--- config.mk ---
export PLATFORM = sky130hd
export DESIGN_NAME = lfsr_prbs_gen_mode_flat
export DESIGN_NICKNAME = d
export VERILOG_FILES = /design/src/rtl/lfsr_prbs_pkg.sv /design/src/rtl/lfsr_prbs_gen_mode_if.sv /design/src/rtl/lfsr_prbs_mode_step.sv /design/src/rtl/lfsr_prbs_gen_mode.sv /design/src/flat_wrapper.sv
export SDC_FILE = /design/constraint.sdc
export NUM_CORES = 1
export LEC_CHECK = 0
export ABC_AREA = 1
export CORE_ASPECT_RATIO = 1.5
export CORE_MARGIN = 5
export CORE_UTILIZATION = 41
export CTS_CLUSTER_DIAMETER = 100
export CTS_CLUSTER_SIZE = 40
export DETAILED_ROUTE_END_ITERATION = 8
export GPL_ROUTABILITY_DRIVEN = 0
export HOLD_SLACK_MARGIN = 0.02
export RECOVER_POWER = 25
export SLEW_MARGIN = 40
export SYNTH_ARGS = -nofsm -noshare
export SYNTH_HDL_FRONTEND = slang
export SYNTH_SLANG_ARGS = --single-unit
export TNS_END_PERCENT = 20
--- constraint.sdc ---
create_clock -name clk -period 2.6 [get_ports clk]
set_clock_uncertainty 0.1 [all_clocks]
set_input_delay 0.26 -clock clk [delete_from_list [all_inputs] [get_ports clk]]
set_output_delay 0.26 -clock clk [all_outputs]
set_load 0.1 [all_outputs]
--- src/rtl/lfsr_prbs_pkg.sv ---
// Shared PRBS definitions: mode encodings, per-mode polynomial constants and seeds.
// Used by the generator today and intended for the matching PRBS checker.
package lfsr_prbs_pkg;

  localparam int STATE_W = 31;

  typedef enum logic [2:0] {
    MODE_PRBS7  = 3'd0,
    MODE_PRBS9  = 3'd1,
    MODE_PRBS15 = 3'd2,
    MODE_PRBS23 = 3'd3,
    MODE_PRBS31 = 3'd4
  } prbs_mode_e;

  typedef enum logic {
    ST_LOAD,
    ST_RUN
  } gen_state_e;

  // Bit indices (W-1, T-1) of the two feedback taps in the shift register.
  typedef struct packed {
    logic [4:0] msb;
    logic [4:0] tap;
  } prbs_poly_t;

  localparam prbs_mode_e       RESET_MODE = MODE_PRBS31;
  localparam logic [STATE_W-1:0] PRBS_SEED  = '1;

  function automatic logic mode_is_valid(input logic [2:0] m);
    return m <= 3'd4;
  endfunction

  function automatic prbs_poly_t prbs_poly(input prbs_mode_e m);
    case (m)
      MODE_PRBS7:  return '{msb: 5'd6,  tap: 5'd5};
      MODE_PRBS9:  return '{msb: 5'd8,  tap: 5'd4};
      MODE_PRBS15: return '{msb: 5'd14, tap: 5'd13};
      MODE_PRBS23: return '{msb: 5'd22, tap: 5'd17};
      default:     return '{msb: 5'd30, tap: 5'd27};
    endcase
  endfunction

  function automatic logic [STATE_W-1:0] prbs_mask(input prbs_mode_e m);
    case (m)
      MODE_PRBS7:  return 31'h0000_007F;
      MODE_PRBS9:  return 31'h0000_01FF;
      MODE_PRBS15: return 31'h0000_7FFF;
      MODE_PRBS23: return 31'h007F_FFFF;
      default:     return 31'h7FFF_FFFF;
    endcase
  endfunction

  function automatic logic [STATE_W-1:0] prbs_seed(input prbs_mode_e m);
    return PRBS_SEED & prbs_mask(m);
  endfunction

endpackage

--- src/rtl/lfsr_prbs_gen_mode_if.sv ---
// Output word stream of the PRBS generator with a valid/ready handshake.
interface lfsr_prbs_gen_mode_if #(
  parameter int DATA_WIDTH = 8
);
  logic [DATA_WIDTH-1:0] data_out;
  logic                  out_valid;
  logic                  out_ready;

  modport master (output data_out, output out_valid, input out_ready);
  modport slave  (input data_out, input out_valid, output out_ready);
endinterface

--- src/rtl/lfsr_prbs_mode_step.sv ---
// Combinational multi-step Fibonacci LFSR: advances the state DATA_WIDTH serial
// steps in the selected mode; raw_bits[i] is the i-th generated feedback bit.
module lfsr_prbs_mode_step
  import lfsr_prbs_pkg::*;
#(
  parameter int DATA_WIDTH = 8
) (
  input  logic [STATE_W-1:0]    state,
  input  prbs_mode_e            mode,
  output logic [STATE_W-1:0]    next_state,
  output logic [DATA_WIDTH-1:0] raw_bits
);

  prbs_poly_t          poly;
  logic [STATE_W-1:0]  mask;
  logic [STATE_W-1:0]  s;
  logic                fb;

  always_comb begin
    // NOTE: every variable gets a value before any branch or loop so no latch
    // can be inferred; blocking '=' is used because each loop iteration must
    // see the state produced by the previous one.
    poly     = prbs_poly(mode);
    mask     = prbs_mask(mode);
    s        = state;
    fb       = 1'b0;
    raw_bits = '0;
    for (int i = 0; i < DATA_WIDTH; i++) begin
      fb          = s[poly.msb] ^ s[poly.tap];
      s           = {s[STATE_W-2:0], fb} & mask;
      raw_bits[i] = fb;
    end
    next_state = s;
  end

endmodule

--- src/rtl/lfsr_prbs_gen_mode.sv ---
// Runtime-selectable PRBS7/9/15/23/31 word generator with pattern restart,
// single-bit error injection and a valid/ready output handshake.
module lfsr_prbs_gen_mode
  import lfsr_prbs_pkg::*;
#(
  parameter int DATA_WIDTH = 8,
  parameter int INVERT     = 1,
  parameter int REVERSE    = 0,
  parameter int ERR_BIT    = 0
) (
  input  logic                        clk,
  input  logic                        rst_n,
  input  logic [2:0]                  mode,
  input  logic                        mode_load,
  input  logic                        inject_err,
  output logic                        mode_err,
  output logic [2:0]                  cur_mode,
  lfsr_prbs_gen_mode_if.master        bus
);

  localparam logic                  INV_BIT  = (INVERT != 0);
  localparam logic [DATA_WIDTH-1:0] ERR_MASK = DATA_WIDTH'(1) << ERR_BIT;

  gen_state_e            fsm_q;
  prbs_mode_e            cur_mode_q;
  logic [STATE_W-1:0]    s_q;
  logic [DATA_WIDTH-1:0] data_q;
  logic                  valid_q;
  logic                  err_pend_q;
  logic                  mode_err_q;

  logic [STATE_W-1:0]    step_next;
  logic [DATA_WIDTH-1:0] raw_bits;
  logic [DATA_WIDTH-1:0] word;
  logic                  mode_ok;
  logic                  restart;
  logic                  load_word;
  logic                  apply_err;

  lfsr_prbs_mode_step #(
    .DATA_WIDTH (DATA_WIDTH)
  ) u_step (
    .state      (s_q),
    .mode       (cur_mode_q),
    .next_state (step_next),
    .raw_bits   (raw_bits)
  );

  // Output polarity and bit order: generation order i maps to the MSB end
  // unless REVERSE places the first generated bit at data_out[0].
  always_comb begin
    word = '0;
    for (int i = 0; i < DATA_WIDTH; i++) begin
      if (REVERSE != 0) word[i]                = raw_bits[i] ^ INV_BIT;
      else              word[DATA_WIDTH-1-i]   = raw_bits[i] ^ INV_BIT;
    end
  end

  assign mode_ok   = mode_is_valid(mode);
  assign restart   = mode_load && mode_ok;
  assign load_word = (fsm_q == ST_LOAD) || (valid_q && bus.out_ready);
  // A pulse arriving in the same cycle as a load is honoured by that load.
  assign apply_err = err_pend_q || inject_err;

  always_ff @(posedge clk or negedge rst_n) begin
    // NOTE: sequential state uses non-blocking '<=' so every register samples
    // the pre-edge values; the output data register is reset because its
    // reset value is architecturally visible on data_out.
    if (!rst_n) begin
      fsm_q      <= ST_LOAD;
      cur_mode_q <= RESET_MODE;
      s_q        <= PRBS_SEED;
      data_q     <= '0;
      valid_q    <= 1'b0;
      err_pend_q <= 1'b0;
      mode_err_q <= 1'b0;
    end else begin
      mode_err_q <= mode_load && !mode_ok;
      if (restart) begin
        // The word on the bus this cycle may still be taken by the consumer;
        // it belongs to the old pattern and is simply not replaced.
        cur_mode_q <= prbs_mode_e'(mode);
        s_q        <= prbs_seed(prbs_mode_e'(mode));
        fsm_q      <= ST_LOAD;
        valid_q    <= 1'b0;
        err_pend_q <= apply_err;
      end else if (load_word) begin
        data_q     <= apply_err ? (word ^ ERR_MASK) : word;
        s_q        <= step_next;
        fsm_q      <= ST_RUN;
        valid_q    <= 1'b1;
        err_pend_q <= 1'b0;
      end else begin
        err_pend_q <= apply_err;
      end
    end
  end

  assign bus.data_out  = data_q;
  assign bus.out_valid = valid_q;
  assign mode_err      = mode_err_q;
  assign cur_mode      = cur_mode_q;

endmodule

--- src/flat_wrapper.sv ---
// flat-port wrapper written by rule: the top's interface ports become plain ports
module lfsr_prbs_gen_mode_flat import lfsr_prbs_pkg::*;
#(
  parameter int DATA_WIDTH = 8,
  parameter int INVERT     = 1,
  parameter int REVERSE    = 0,
  parameter int ERR_BIT    = 0
)
  (clk, rst_n, mode, mode_load, inject_err, mode_err, cur_mode, bus_data_out, bus_out_valid, bus_out_ready);
  lfsr_prbs_gen_mode_if #(.DATA_WIDTH(DATA_WIDTH)) bus_i ();
  input  logic clk;
  input  logic rst_n;
  input  logic [2:0] mode;
  input  logic mode_load;
  input  logic inject_err;
  output logic mode_err;
  output logic [2:0] cur_mode;
  output wire logic [$bits(bus_i.data_out)-1:0] bus_data_out;
  output wire logic [$bits(bus_i.out_valid)-1:0] bus_out_valid;
  input wire logic [$bits(bus_i.out_ready)-1:0] bus_out_ready;
  assign bus_data_out = bus_i.data_out;
  assign bus_out_valid = bus_i.out_valid;
  assign bus_i.out_ready = bus_out_ready;
  lfsr_prbs_gen_mode #(.DATA_WIDTH(DATA_WIDTH), .INVERT(INVERT), .REVERSE(REVERSE), .ERR_BIT(ERR_BIT)) u_core (.clk(clk), .rst_n(rst_n), .mode(mode), .mode_load(mode_load), .inject_err(inject_err), .mode_err(mode_err), .cur_mode(cur_mode), .bus(bus_i));
endmodule
==> PnR_summary.wiki <==
{| class="wikitable"
! Metric !! Value
|-
| Critical-path maximum fanout || 17
|-
| Tightest Pin Transition || 1.08 ns
|-
| Simple logic cell fraction of the synthesized area || 29.4%
|-
| Final critical delay including setup and external delays || 2.60 ns
|-
| Met2 global-route usage || 36.2%
|-
| Slowest cell on the critical path || dfstp_4
|-
| Global routing usage summed across all routing layers || 21.5%
|-
| Mux share of post-synthesis cell area || 0%
|-
| Remaining design rule violation count || 0
|-
| Final count of pins violating max slew || 0
|-
| Clock tree from TritonCTS || built
|-
| Final count of hold timing violations || 0
|-
| Max Root-Sink Buffers || 2
|-
| Mapped Avg Cell Area || 7.24 µm²
|-
| Relative slew margins || 27.8%
|-
| WS Path Type || flop to flop
|-
| HP Class || flop to flop
|-
| Share of the synthesized area in compound gates (AO/OA/AOI/OAI) || 17.1%
|-
| Max-cap violation count || 0
|-
| Worst Setup Start Kind || flop
|-
| Via count of the routed design || 2,897
|-
| Xor/xnor share of the synthesized area || 0.609%
|-
| Clock Root Buffer || clkbuf_8
|-
| Highest clock frequency the design can meet || 0.385 GHz
|-
| CP Data Arrival Time || 2.70 ns
|-
| Leakage power summed over all cells || 0.00178 µW
|-
| Diode count || 0
|-
| Boundary Pins || 21
|-
| Number of buffers added by the clock tree synthesis step || 5
|-
| Count of buffer and inverter cells on the critical path || 3
|-
| Kind of end point of the critical path || flop
|-
| Stage delay of the slowest cell on the critical path || 0.68 ns
|-
| CTS HTree Levels || 2
|-
| Hold Slack || 0.380 ns
|-
| Cell Chain, Critical Path || inv_6, nand2_4, inv_2, buf_4, a31oi_2, xor2_1, nand2_1, nand2_1, a21oi_1, nand2_1, nand2_2, nand3_1, nand3_1, nand3_1, nand2_1
|-
| Area delta synth->final || 22.8%
|-
| Number of flops mapped to enable cells by yosys || 0
|-
| Wire length of the first global-routing pass || 14,700 µm
|-
| Setup Slack @ Placement || 0.00568 ns
|-
| WL final || 9290 µm
|-
| Highest ir drop seen on vdd || 622 µV
|-
| Area of the core region || 6850 µm²
|-
| Top delay family on crit path || simple AND/OR/NAND/NOR gates
|-
| Routed wire length per instance || 17.8 µm
|-
| Yosys cell types || 38
|-
| Pre-antenna DRT Iters || 5
|-
| Highest-utilization routing layer at the global route stage || met2
|-
| DIE AREA || 8820 µm²
|-
| Antenna violations before repair || 0
|-
| Met1 demand-to-capacity share in global routing || 23.8%
|-
| Post-synthesis sequential area ratio || 40.6%
|-
| Clock slew at the register clock pins of the worst setup and hold paths || 0.09 ns
|-
| CP required || 2.70 ns
|-
| Final setup margin || 0.000639 ns
|-
| Dominant combinational cell family by area after synthesis || simple AND/OR/NAND/NOR gates
|-
| Number of cells produced by synthesis || 397
|-
| Adder-cell area share of the yosys netlist || 0%
|-
| Final #Nets || 452
|-
| Number of setup violations in the final report || 0
|-
| Synthesis Warnings || 0
|-
| Ratio of total power to cell area || 1000 nW/µm²
|-
| GR Overflow Total || 0
|-
| Die boundary height || 113 µm
|-
| Vias in the first global route || 2,850
|-
| Cell repeated most along the worst path || nand2_1
|-
| Fraction of final layout cells with drive strength greater than 1 || 27.4%
|-
| Post-synth top flop || dfstp_2
|-
| Clock Sinks || 45
|-
| Fraction of registers with async set/reset || 100%
|-
| Design Power || 3550 µW
|-
| Cell Area, Synth || 2880 µm²
|-
| Num rows || 37
|-
| Met3 global-route usage || 3.93%
|-
| Number of cells in the finished layout apart from fillers || 523
|-
| Antenna violation net count after detailed routing || 0
|-
| Initial Util || 42.0%
|-
| Cell total after placement || 500
|-
| Unrepaired setup endpoints after global routing || true
|-
| Net Count, Synth || 405
|-
| Number of I/O port buffers || 20
|-
| Vias per std cell || 5.54
|-
| Fin crit share || 100%
|-
| Total of flip-flops plus latches after synthesis || 45
|-
| DIE WIDTH || 78.4 µm
|-
| Clock latency reported for the late side of the worst-skew pair || 0.30 ns
|-
| Status || finished clean
|-
| Total negative slack || 0 ns
|-
| First DRT Iteration DRCs || 240
|-
| Pin count of the biggest net entering global routing || 46
|-
| Post-detail-place hpwl || 6870 µm
|}
## synth_stat cells, types with 2 or more instances
cell | n | area [µm²]
nor3_1 | 3 | 15.0
nor2_1 | 22 | 82.6
buf_6 | 4 | 45.0
nand2_2 | 4 | 25.0
a22oi_1 | 14 | 105
dfstp_2 | 32 | 841
dfrtp_1 | 13 | 325
nand2_1 | 110 | 413
clkbuf_1 | 6 | 22.5
a31oi_1 | 5 | 31.3
o22ai_1 | 3 | 18.8
inv_2 | 3 | 11.3
xor2_1 | 2 | 17.5
buf_4 | 2 | 15.0
inv_1 | 59 | 221
buf_2 | 4 | 20.0
nor2_2 | 2 | 12.5
o21ai_0 | 23 | 115
a21oi_1 | 20 | 100
o211ai_1 | 6 | 45.0
nand3_1 | 40 | 200
o21ai_1 | 4 | 20.0
## per-stage QoR
stage	utilization (%)	instance area, µm²
global placement	47.0	3220
detailed placement	47.0	3220
CTS	48.5	3320
floorplan	-	2900
finish	51.5	3530
global route	51.5	3530
## report_power, final
part / switching, µW / internal [µW]
combinational: 1330 / 591
clock: 253 / 187
sequential: 193 / 995
## per-layer routing
metal	routed length, µm	vias up	share of wire, %
met5	0	-	0
met4	762	0	8.2
met3	523	59	5.6
met2	4670	134	50
met1	3330	1320	36
li1	-	1384	-
## final cells by class
class	count	area [µm²]
Clock inverter	3	16.3
Multi-Input combinational cell	274	1440
Clock buffer	5	68.8
Fill cell	709	3320
Sequential cell	45	1170
Timing Repair Buffer	54	485
Inverter	64	253
Tap cell	78	97.6
## flip-flops by register name, indices dropped and copies added, names as in the netlist
| register | flops |
|---|---|
| u_core.s_q | 31 |
| u_core.bus.data_out | 8 |
| u_core.cur_mode | 3 |
| u_core.err_pend_q | 1 |
| u_core.fsm_q | 1 |
| u_core.mode_err | 1 |
## path summary, 6_finish.rpt
path | cells past startpoint | startpoint | endpoint | slack (ns)
worst max-delay path | 15 | u_core.cur_mode[2] | u_core.bus.data_out[0] | 0.0006
worst min-delay path | 2 | u_core.s_q[24] | u_core.s_q[24] | 0.38
worst max register to register | 15 | u_core.cur_mode[2] | u_core.bus.data_out[0] | 0.0006
worst min register to register | 2 | u_core.s_q[24] | u_core.s_q[24] | 0.38
max in group asynchronous | 3 | rst_n | u_core.cur_mode[1] | 1.00
min in group asynchronous | 3 | rst_n | u_core.bus.data_out[5] | 0.67
## cell usage in the layout, fill, tap and decap left out, types with 5 or more instances in the layout
| master | count |
|---|---|
| dfrtp_1 | 11 |
| o21ai_0 | 21 |
| dfstp_2 | 31 |
| a21oi_1 | 19 |
| a22oi_1 | 14 |
| a31oi_1 | 5 |
| clkdlybuf4s50_1 | 5 |
| o21ai_1 | 6 |
| nand3_1 | 37 |
| nor2_1 | 21 |
| nand2_2 | 9 |
| buf_4 | 39 |
| nand2_1 | 104 |
| inv_1 | 59 |
| o211ai_1 | 6 |
| clkbuf_8 | 5 |
## logic make-up after synthesis
family	count (synthesis)
flip-flops	45
AND/OR/NAND/NOR	189
buffers and inverters	80
XOR/XNOR	2
AO/OA/AOI/OAI	81
## worst register-to-register path, cell delays in order (launching register included)
cell and delay [ns]:
dfstp_4 0.68, inv_6 0.09, nand2_4 0.10, inv_2 0.06, buf_4 0.17, a31oi_2 0.28
xor2_1 0.29, nand2_1 0.13, nand2_1 0.08, a21oi_1 0.06, nand2_1 0.08, nand2_2 0.07
nand3_1 0.09, nand3_1 0.08, nand3_1 0.08, nand2_1 0.05
## what timing repair did
action,4_1_cts,5_1_grt
pin swaps,0,7
hold endpoints to repair,13,0
buffers inserted,0,10
gates cloned,0,4
endpoints found under the setup margin,1,4
hold buffers,1,0
gates resized for setup,1,16
No activity file was read; power rests on OpenSTA's default activity.
==> RTL change, RTL diff (same flow settings) <==
Register the output `mode_err` once more; this adds one clock of latency there. The other outputs are not delayed to match.
--- a/src/rtl/lfsr_prbs_gen_mode.sv
+++ b/src/rtl/lfsr_prbs_gen_mode.sv
@@ -99,5 +99,7 @@
   assign bus.data_out  = data_q;
   assign bus.out_valid = valid_q;
-  assign mode_err      = mode_err_q;
+  always_ff @(posedge clk) begin
+    mode_err <= mode_err_q;
+  end
   assign cur_mode      = cur_mode_q;
 
Formal check against the unedited RTL: not equivalent (Yosys sat finds a counterexample within 4 cycles, from zero or initial values and one cycle with rst_n low).
==> RTL change against the original RTL <==
  * The run now ends with setup timing left
  * Sequential cell count increased by 1
  * Design area rose by 8.4%
  * Routed wire length grew 2.9%
  * Area after synthesis decreased by 0.78%
  * Power up 4.1%
  * Sequential power fell by 3%
  * Highest routed layer unchanged
  * Critical path depth rose by 12
  * Worst setup slack got worse by 0.34 ns
  * Largest power group unchanged
==> RTL change: results (changes against the original RTL) <==
first-pass GRT wire length=15,400 um (+4.5%); # fillers=654 (-7.8%); Hold Startpoint=u_core.mode_err_q$_DFF_PN0_; outcome=finished, violations left; delay of the slowest critical-path stage=0.65 ns (-0.03 ns); cell family with most CP delay=simple AND/OR/NAND/NOR gates; Clock buf/inv share=2.91% (+0.50 points); Non-CTS inverters=60 (-6.3%); Ys Warns=0 (unchanged); DRT Wirelength=9560 um (+2.9%); buffering overhead=18.5% (+4.7 points); Clock buffer cells=8 (+3); placed cell area=0.00350 mm2 (+8.7%); Area Growth Syn to Fin=34.1%; synth cell count leaders=nand2_1, inv_1, o21ai_0, nand3_1, nor2_1; CP endpoint=u_core.bus.data_out[0]$_DFFE_PN0P_; GR Util met1=25.5% (+1.6 points); Tot GR Track Use=21.8% (+0.32 points); GRT met3 Usage=2.73% (-1.2 points); Avg Synthesized Cell Area=7.10 um2 (-2.0%); sequential cell area share=31.3% (-1.9 points); hold slack final=0.249 ns (-0.131 ns); FF-to-FF setup slack=-0.34 ns (-0.34 ns); NumNets Final=492 (+8.8%); endpoints failing setup=7 (+7); register area share after synthesis=41.6% (+1.0 points); met2 Use GR=38.6% (+2.4 points); fraction of area in multi-input gates=38.8% (-2.0 points); Synth Register Bits=46 (+2.2%); non-clock buffer count=90 (+67%); vias in the first global route=2,987 (+4.8%); Slew @ Worst Pin=1.13 ns (+0.0450 ns); Final WS setup=-0.344 ns (-0.345 ns); ys async rst share=97.8% (-2.2 points); Peak VDD IR=0.403 mV (-35%); Vias/cell=5.59 (+0.88%); share of cells above drive strength 1=33.8% (+6.4 points); dpl hpwl=7120 um (+3.7%); Top reg by flops=u_core.s_q; clk_lat worst skew=0.30 ns (about the same); WHS Path Cells=0 (-2); Worst Path Arrival=3.09 ns (+0.39 ns); Detailed Route Iter0 Violations=322 (+34%); syn nets=410 (+1.2%); buffer count from post-CTS setup fixing=3 (+3); #MultiIn Comb=281 (+2.6%); clock tree buffer depth=2 (unchanged); Placement Setup Slack=-0.391 ns (-0.397 ns); Reg2Reg Depth=27 (+12); Area contributors post-synth=dfstp_2, nand2_1, dfrtp_1; Endpoint, Worst Hold=u_core.mode_err$_DFF_P_; violated checks=setup timing; post-synthesis cell type count=34 (-11%); post-CTS sizing=10 (+9); worst-path fanout max=4 (-13); Leak=1.87 nW (+4.7%)
[RTL change: metrics by stage]
step                      instances  utilization [%]  TNS [ns]
after CTS                       556             54.2    -0.947
after floorplan                 402                -    -0.400
after global routing            563             56.2     -3.57
final                           563             56.2     -1.25
after detailed placement        544             51.5     -1.19
after global placement          544             51.4    -0.932
[RTL change: logic make-up (layout without fill, tap and decap cells)]
logic type | after synthesis | in the layout | synth area share (%)
AO/OA/AOI/OAI | 90 | 90 | 18.3
AND/OR/NAND/NOR | 191 | 191 | 29.6
flip-flops | 46 | 46 | 41.6
buffers and inverters | 75 | 158 | 10.6
[RTL change: report_power, final]
part / internal, W / switching, W / total, W
registers: 0.000985 / 0.000162 / 0.00115
logic: 0.000705 / 0.00132 / 0.00202
clock network: 0.000275 / 0.000249 / 0.000524
total: 0.00197 / 0.00173 / 0.00369
[RTL change: per-layer routing]
layer / vias to the layer above / wire (um)
li1: 1489 / -
met1: 1504 / 3660
met2: 113 / 4980
met3: 40 / 415
met4: 0 / 497
met5: - / 0
